$ cat config.mk
export PLATFORM = sky130hd
export DESIGN_NAME = pcpi_dispatch
export DESIGN_NICKNAME = d
export VERILOG_FILES = /design/src/rtl/pcpi_dispatch.sv
export SDC_FILE = /design/constraint.sdc
export NUM_CORES = 1
export LEC_CHECK = 0
export ABC_AREA = 1
export BUFFER_PORTS_ARGS = -buffer_cell sky130_fd_sc_hd__buf_2
export CAP_MARGIN = 20
export CORE_ASPECT_RATIO = 1.25
export CORE_MARGIN = 5
export CORE_UTILIZATION = 44
export CTS_BUF_LIST = sky130_fd_sc_hd__clkbuf_4 sky130_fd_sc_hd__clkbuf_8 sky130_fd_sc_hd__clkbuf_16
export DETAILED_ROUTE_END_ITERATION = 10
export PLACE_DENSITY = 0.73
export SKIP_LAST_GASP = 1
export SLEW_MARGIN = 20
export SYNTH_ARGS = -nofsm -noshare
export SYNTH_HDL_FRONTEND = slang
export SYNTH_SLANG_ARGS = --single-unit
$ cat constraint.sdc
create_clock -name clk -period 13.2 [get_ports clk]
set_clock_uncertainty 0.1 [all_clocks]
set_input_delay 3.96 -clock clk [delete_from_list [all_inputs] [get_ports clk]]
set_output_delay 3.96 -clock clk [all_outputs]
set_load 0.005 [all_outputs]
$ cat src/rtl/pcpi_dispatch.sv
// ============================================================================
// pcpi_dispatch
//   Bridges the core's PCPI port to the RV32M coprocessors. Each M-extension
//   request is registered, decoded and issued to exactly one slave (multiplier
//   or divider) with registered operands. It is held until that slave answers.
//   The answer returns to the core as a single-cycle ready pulse. A watchdog
//   aborts a slave that never answers.
//
// Ports
//   clk, reset              clock (rising edge), asynchronous active-high reset
//   core_valid/insn/rs1/rs2 PCPI request from the core
//   core_wr/rd/ready        completion back to the core (wr/rd valid with ready)
//   core_wait               request claimed and in progress
//   sl_insn/rs1/rs2         registered request, broadcast to both slaves
//   mul_valid, div_valid    per-slave request strobes
//   mul_wr/rd/ready         multiplier response
//   div_wr/rd/ready         divider response
//   timeout_err             one-cycle pulse on watchdog abort
//
// Optional build macro
//   PCPI_DISPATCH_STATS_EN  adds saturating 16-bit counters stat_mul,
//                           stat_div and stat_tmo
// ============================================================================
module pcpi_dispatch #(
    parameter int TIMEOUT_CYCLES = 64,  // legal range 2..255
    parameter int CNT_W          = 8    // 2**CNT_W > TIMEOUT_CYCLES
) (
    input  logic        clk,
    input  logic        reset,
    input  logic        core_valid,
    input  logic [31:0] core_insn,
    input  logic [31:0] core_rs1,
    input  logic [31:0] core_rs2,
    output logic        core_wr,
    output logic [31:0] core_rd,
    output logic        core_wait,
    output logic        core_ready,
    output logic [31:0] sl_insn,
    output logic [31:0] sl_rs1,
    output logic [31:0] sl_rs2,
    output logic        mul_valid,
    output logic        div_valid,
    input  logic        mul_wr,
    input  logic [31:0] mul_rd,
    input  logic        mul_ready,
    input  logic        div_wr,
    input  logic [31:0] div_rd,
    input  logic        div_ready,
    output logic        timeout_err
`ifdef PCPI_DISPATCH_STATS_EN
    ,
    output logic [15:0] stat_mul,
    output logic [15:0] stat_div,
    output logic [15:0] stat_tmo
`endif
);

    typedef enum logic [1:0] {S_IDLE, S_BUSY, S_RESP, S_IGNORE} state_t;

    localparam logic [CNT_W-1:0] TMO_LAST = CNT_W'(TIMEOUT_CYCLES - 1);

    state_t            state_q, state_d;
    logic              target_q;      // 0: multiplier, 1: divider
    logic [CNT_W-1:0]  cnt_q;
    logic [31:0]       insn_q, rs1_q, rs2_q;
    logic              wr_q, tmo_q;
    logic [31:0]       rd_q;

    logic              is_m, sel_ready, sel_wr, tmo_hit;
    logic [31:0]       sel_rd;

    assign is_m      = (core_insn[6:0] == 7'b0110011) && (core_insn[31:25] == 7'b0000001);
    // Only the selected slave is listened to; the other's ready is ignored.
    assign sel_ready = target_q ? div_ready : mul_ready;
    assign sel_wr    = target_q ? div_wr    : mul_wr;
    assign sel_rd    = target_q ? div_rd    : mul_rd;
    assign tmo_hit   = (cnt_q == TMO_LAST);

    // ---------------- state register ----------------
    // NOTE: sequential state uses non-blocking assignments so every register
    // samples pre-edge values regardless of process ordering.
    always_ff @(posedge clk or posedge reset) begin
        if (reset) state_q <= S_IDLE;
        else       state_q <= state_d;
    end

    // ---------------- next-state logic ----------------
    // NOTE: state_d is defaulted before the case so no path leaves it
    // unassigned, which would otherwise infer a latch.
    always_comb begin
        state_d = state_q;
        unique case (state_q)
            S_IDLE:   if (core_valid) state_d = is_m ? S_BUSY : S_IGNORE;
            S_BUSY:   if (sel_ready || tmo_hit) state_d = S_RESP;
            S_RESP:   state_d = S_IDLE;
            S_IGNORE: if (!core_valid) state_d = S_IDLE;
            default:  state_d = S_IDLE;
        endcase
    end

    // ---------------- outputs ----------------
    // Result and error are gated by RESP so core_rd reads 0 whenever
    // core_ready is low, and reset removes every strobe asynchronously.
    always_comb begin
        mul_valid   = (state_q == S_BUSY) && !target_q;
        div_valid   = (state_q == S_BUSY) &&  target_q;
        core_wait   = (state_q == S_BUSY);
        core_ready  = (state_q == S_RESP);
        core_wr     = core_ready && wr_q;
        core_rd     = core_ready ? rd_q : 32'd0;
        timeout_err = core_ready && tmo_q;
        sl_insn     = insn_q;
        sl_rs1      = rs1_q;
        sl_rs2      = rs2_q;
    end

    // ---------------- datapath registers ----------------
    // NOTE: the operand/result registers are reset too: sl_* is visible to the
    // slaves and must read 0 out of reset.
    always_ff @(posedge clk or posedge reset) begin
        if (reset) begin
            target_q <= 1'b0;
            cnt_q    <= '0;
            insn_q   <= '0;
            rs1_q    <= '0;
            rs2_q    <= '0;
            wr_q     <= 1'b0;
            rd_q     <= '0;
            tmo_q    <= 1'b0;
        end else begin
            case (state_q)
                S_IDLE: if (core_valid && is_m) begin
                    insn_q   <= core_insn;
                    rs1_q    <= core_rs1;
                    rs2_q    <= core_rs2;
                    target_q <= core_insn[14];
                    cnt_q    <= '0;
                end
                S_BUSY: begin
                    cnt_q <= cnt_q + 1'b1;
                    // Ready beats a coincident timeout.
                    if (sel_ready) begin
                        wr_q  <= sel_wr;
                        rd_q  <= sel_rd;
                        tmo_q <= 1'b0;
                    end else if (tmo_hit) begin
                        wr_q  <= 1'b0;
                        rd_q  <= '0;
                        tmo_q <= 1'b1;
                    end
                end
                default: ;
            endcase
        end
    end

`ifdef PCPI_DISPATCH_STATS_EN
    logic [15:0] stat_mul_q, stat_div_q, stat_tmo_q;

    always_ff @(posedge clk or posedge reset) begin
        if (reset) begin
            stat_mul_q <= '0;
            stat_div_q <= '0;
            stat_tmo_q <= '0;
        end else if (state_q == S_BUSY) begin
            if (sel_ready) begin
                if (!target_q && stat_mul_q != 16'hFFFF) stat_mul_q <= stat_mul_q + 16'd1;
                if ( target_q && stat_div_q != 16'hFFFF) stat_div_q <= stat_div_q + 16'd1;
            end else if (tmo_hit && stat_tmo_q != 16'hFFFF) begin
                stat_tmo_q <= stat_tmo_q + 16'd1;
            end
        end
    end

    assign stat_mul = stat_mul_q;
    assign stat_div = stat_div_q;
    assign stat_tmo = stat_tmo_q;
`endif

endmodule

Word level (Yosys, flattened, before mapping)
Index checks and enable logic that the tools add are counted.

word-level totals
  bits in registers = 141

operators by class
  add/subtract/negate cells = 1
  equality and inequality tests = 10
  mux-type cells = 17
  reduce and logical (&&, ||, !) cells = 15

operator list
  operator                                                number
  two-way mux 32 bit                                      4
  case mux 8 bit (2 select lines)                         1
  adder 8 x 1 -> 8 bit (second input constant)            1
  equality test 8 x 6 -> 1 bit (second input constant)    1
  two-way mux 2 bit                                       4
  two-way mux 8 bit                                       1
  case mux 2 bit (4 select lines)                         1
  equality test 7 x 1 -> 1 bit (second input constant)    1
  equality test 7 x 6 -> 1 bit (second input constant)    1
  logical AND 1 bit                                       6
  two-way mux 1 bit                                       6
  inequality test 2 bit (second input constant)           3
  AND reduction 2 bit                                     3
  equality test 2 bit (second input constant)             2
  nonzero test 2 bit                                      2
  AND reduction 3 bit                                     1
  equality test 2 x 1 -> 1 bit (second input constant)    1
  logical NOT 2 bit                                       1
  inequality test 2 x 1 -> 1 bit (second input constant)  1
  logical NOT 1 bit                                       1
  logical OR 1 bit                                        1

Depth between registers and ports, before layout
  depth after elaboration = 5
  depth in mapped cells = 9
  depth with buffers taken out = 9

Worst setup path after synthesis
Ideal clock, no wire load.

  kind = register -> output
  start = reg state_q[1]
  end = out core_rd[10]
  arrival time = 0.998 ns
  data required time = 9.140 ns
  slack = 8.142 ns
  stages on the path, launching flop included = 6
  buffers on the path = 1
  cells stage by stage = dfrtp_1 > inv_2 > nor2_1 > inv_2 > buf_2 > nor2_1

between the ends
  longest elaborated chain between the ends = 2

ends and longest elaborated chain
  element                 line  text
  from (decl)             62    state_t state_q, state_d;
  from (signal assigned)  84    else state_q <= state_d;
  equality test 2 bit     108   core_ready = (state_q == S_RESP);
  named net core_ready    37    output logic core_ready,
  two-way mux 32 bit      110   core_rd = core_ready ? rd_q : 32'd0;
  to (decl)               35    output logic [31:0] core_rd,

The timed path passes the listed nets, and every way through them passes these cells.

Worst setup path after layout
  start = in core_insn[5]
  end = reg rs1_q[3] (netlist: sl_rs1[3])

between the ends
  longest elaborated chain between the ends = 4

ends and longest elaborated chain
  element                        line  text
  from (decl)                    31    input logic [31:0] core_insn,
  equality test 7 x 6 -> 1 bit   72    assign is_m = (core_insn[6:0] == 7'b0110011) && (core_insn[31:25] == 7'b0000001);
  logical AND 1 bit              72
  logical AND 1 bit              132   S_IDLE: if (core_valid && is_m) begin
  AND reduction 2 bit (no line)  -
  to (signal assigned)           134   rs1_q <= core_rs1;
  to (decl)                      65    logic [31:0] insn_q, rs1_q, rs2_q;

Every way passes these cells.
A chain may end at the register's enable or synchronous reset.

==> flow_metrics.env <==
export IMPL_avgSynthCellArea_um2=9.64
export IMPL_setup_viol=0
export IMPL_gp_congestion=0.770
export IMPL_worstMarginPinSlew_ns=1.03
export IMPL_wl_per_cell_um=14.0
export IMPL_slew_headroom=0.315
export IMPL_drcViolationCount=0
export IMPL_fill_cells=1302
export IMPL_synthFlopType="dfrtp_1"
export IMPL_hold_viol=0
export IMPL_yosys_cell_types_count=29
export IMPL_coreArea_mm2=0.0145
export IMPL_regArea_mm2=0.00350
export IMPL_cp_slowest_cell="buf_4"
export IMPL_cp_num_buf_inv=4
export IMPL_cts_buffers_inserted=17
export IMPL_grt_pass1_vias=5481
export IMPL_slew_violations=0
export IMPL_antenna_found_initial=0
export IMPL_startpoint_type="primary input"
export IMPL_power_density_mw_per_mm2=144
export IMPL_utilization=0.589
export IMPL_period_needed_ns=6.12
export IMPL_num_rows=49
export IMPL_status="completed"
export IMPL_cp_arrival_ns=6.34
export IMPL_hpwl_um=12100
export IMPL_p_leak_uw=0.00494
export IMPL_hold_slack_ns=0.357
export IMPL_overflow=0
export IMPL_end_kind="flip-flop"
export IMPL_fmax_ghz=0.163
export IMPL_cts_root_buf="clkbuf_16"
export IMPL_wirelength_um=16100
export IMPL_cpMostUsedCell="nand2_1"
export IMPL_r2r_slack_ns=10.29
export IMPL_most_common_layout_cells="buf_2 (300), dfrtp_1 (139), inv_1 (137), nand2_1 (124), o21ai_2 (50)"
export IMPL_initial_utilization=0.451
export IMPL_cts_hold_buf=0
export IMPL_grt_pass1_wl_um=27100
export IMPL_met1_usage=0.232
export IMPL_via_per_inst=4.54
export IMPL_stdcell_count=1155
export IMPL_max_cap_violations=0
export IMPL_hold_path_class="reg2reg"
export IMPL_ir_drop_mv=0.0622
export IMPL_path_class="in2reg"
export IMPL_met3_usage=0.0696
export IMPL_finalCritPeriodShare=0.464
export IMPL_synth_warnings=0
export IMPL_grt_busiest_layer="met2"
export IMPL_dr_pass1_iters=4
export IMPL_cts_tree="done"
export IMPL_rsz0062_at_grt="false"
export IMPL_antenna_cells=0
export IMPL_track_usage=0.189
export IMPL_final_area_mm2=0.00852
export IMPL_final_common_cell="buf_2"
export IMPL_synth_seq_cells=140
export IMPL_critPathMaxStageDelay_ns=0.91
export IMPL_dieArea_mm2=0.0174
export IMPL_fp_dieH_um=146
export IMPL_post_dp_cell_area_mm2=0.00797
export IMPL_drive_gt1_frac=0.435
export IMPL_syn_nets=844
export IMPL_synth_seq_area_share=0.537
export IMPL_htree_levels=4
export IMPL_ioPinCount=301
export IMPL_fin_nets=1132
export IMPL_drtAntennaViolNets=0
export IMPL_port_buffers=300
export IMPL_use_met2=0.312
export IMPL_async_flop_share=1.00
export IMPL_dp_cells=1123
export IMPL_path_cells="buf_2 > nand2_1 > inv_1 > nand2_1 > nor2_2 > nand3_4 > buf_4 > buf_4 > nand2_1 > o21ai_2"
export IMPL_post_cts_buffers=0
export IMPL_grt_max_degree=96
export IMPL_required_ns=13.42
export IMPL_cp_max_fo=95
export IMPL_synth_cells=676
export IMPL_cts_resized=0
export IMPL_finalSetupTns_ns=0
export IMPL_drt_iter0_drc=203
export IMPL_clock_sinks=140
export IMPL_insertion_delay_ns=0.41
export IMPL_die_w_um=119
export IMPL_cts_clk_slew_worst_paths_ns=0.06
export IMPL_syn_cell_area_mm2=0.00652
export IMPL_cp_top_family="buffers and inverters"
export IMPL_synth_edff_count=0
export IMPL_cts_buffer_depth=2
export IMPL_syn_to_final_growth_pct=30.7
export IMPL_vias=5249
export IMPL_multi_input_area_mm2=0.00217
## registers in the layout (all words and copies together), names as in the netlist
register	cells
rd_q	32
sl_insn	32
sl_rs1	32
sl_rs2	32
cnt_q	8
state_q	2
tmo_q	1
wr_q	1
## logic make-up after synthesis
group,count (synthesis),share of synthesized area
adders and majority gates,1,0.00192
and+or+nand+nor,202,0.132
AOI/OAI and AO/OA,122,0.148
muxes,33,0.0507
DFF,140,0.537
buffers and inverters,178,0.130
## synth_stat cells (2+ instances only)
library cell  count  area share
inv_2             4      0.0023
o22ai_2          20       0.038
or2_2             2      0.0019
o21ai_0           7      0.0054
dfrtp_1         140        0.54
o22ai_1          13       0.012
nand3b_1          3      0.0035
nand2_1         124       0.071
inv_1           138       0.079
nand3_1          15       0.012
buf_4             5      0.0058
mux2i_1          33       0.051
nor2_2            2      0.0019
o21ai_1          30       0.023
buf_2            10      0.0077
nand2_4           3      0.0052
o21ai_2          50       0.067
buf_6            18       0.031
nor2_1           48       0.028
nor2_4            2      0.0035
## worst register-to-register path, stage by stage (launching register included)
cell	delay, ns
dfrtp_1	0.44
inv_2	0.05
nand2_2	0.08
nor2_4	0.05
nand3_4	0.07
buf_4	0.78
buf_4	0.95
nand2_1	0.19
o21ai_2	0.10
## area by class of cell
class                      instances  area share
clock buffer                      19      0.0524
clock inverter                    13      0.0125
tap                              178      0.0261
inverter                         143      0.0638
timing repair buffer             304       0.180
multi-input combinational        358       0.254
sequential                       140       0.411
## power breakdown
group,internal [µW],switching (µW)
combinational,112,161
clock,251,189
sequential,488,24.7
## path summary, 6_finish.rpt
path                         startpoint          end  cells past startpoint
hold / removal              sl_insn[25]  sl_insn[25]                      2
min in group asynchronous         reset   sl_insn[9]                      2
hold reg to reg             sl_insn[25]  sl_insn[25]                      2
setup reg to reg             state_q[0]    sl_rs1[3]                      8
max in group asynchronous         reset   sl_rs2[28]                      3
setup / recovery           core_insn[5]    sl_rs1[3]                     10
## metrics by stage
stage                     worst slack (ns)  power (µW)
after floorplan                       5.39         705
after global placement                6.73         789
after detailed placement              6.68         797
after CTS                             7.09        1240
after global routing                  6.81        1300
final                                 7.08        1230
## routing by layer
layer	wire length [µm]	vias to the layer above	part of all wire
met3	1600	17	0.099
met1	6620	2328	0.41
met5	0	-	0
met2	7640	236	0.47
met4	261	0	0.016
li1	-	2668	-
No activity file was read; power rests on OpenSTA's default activity.
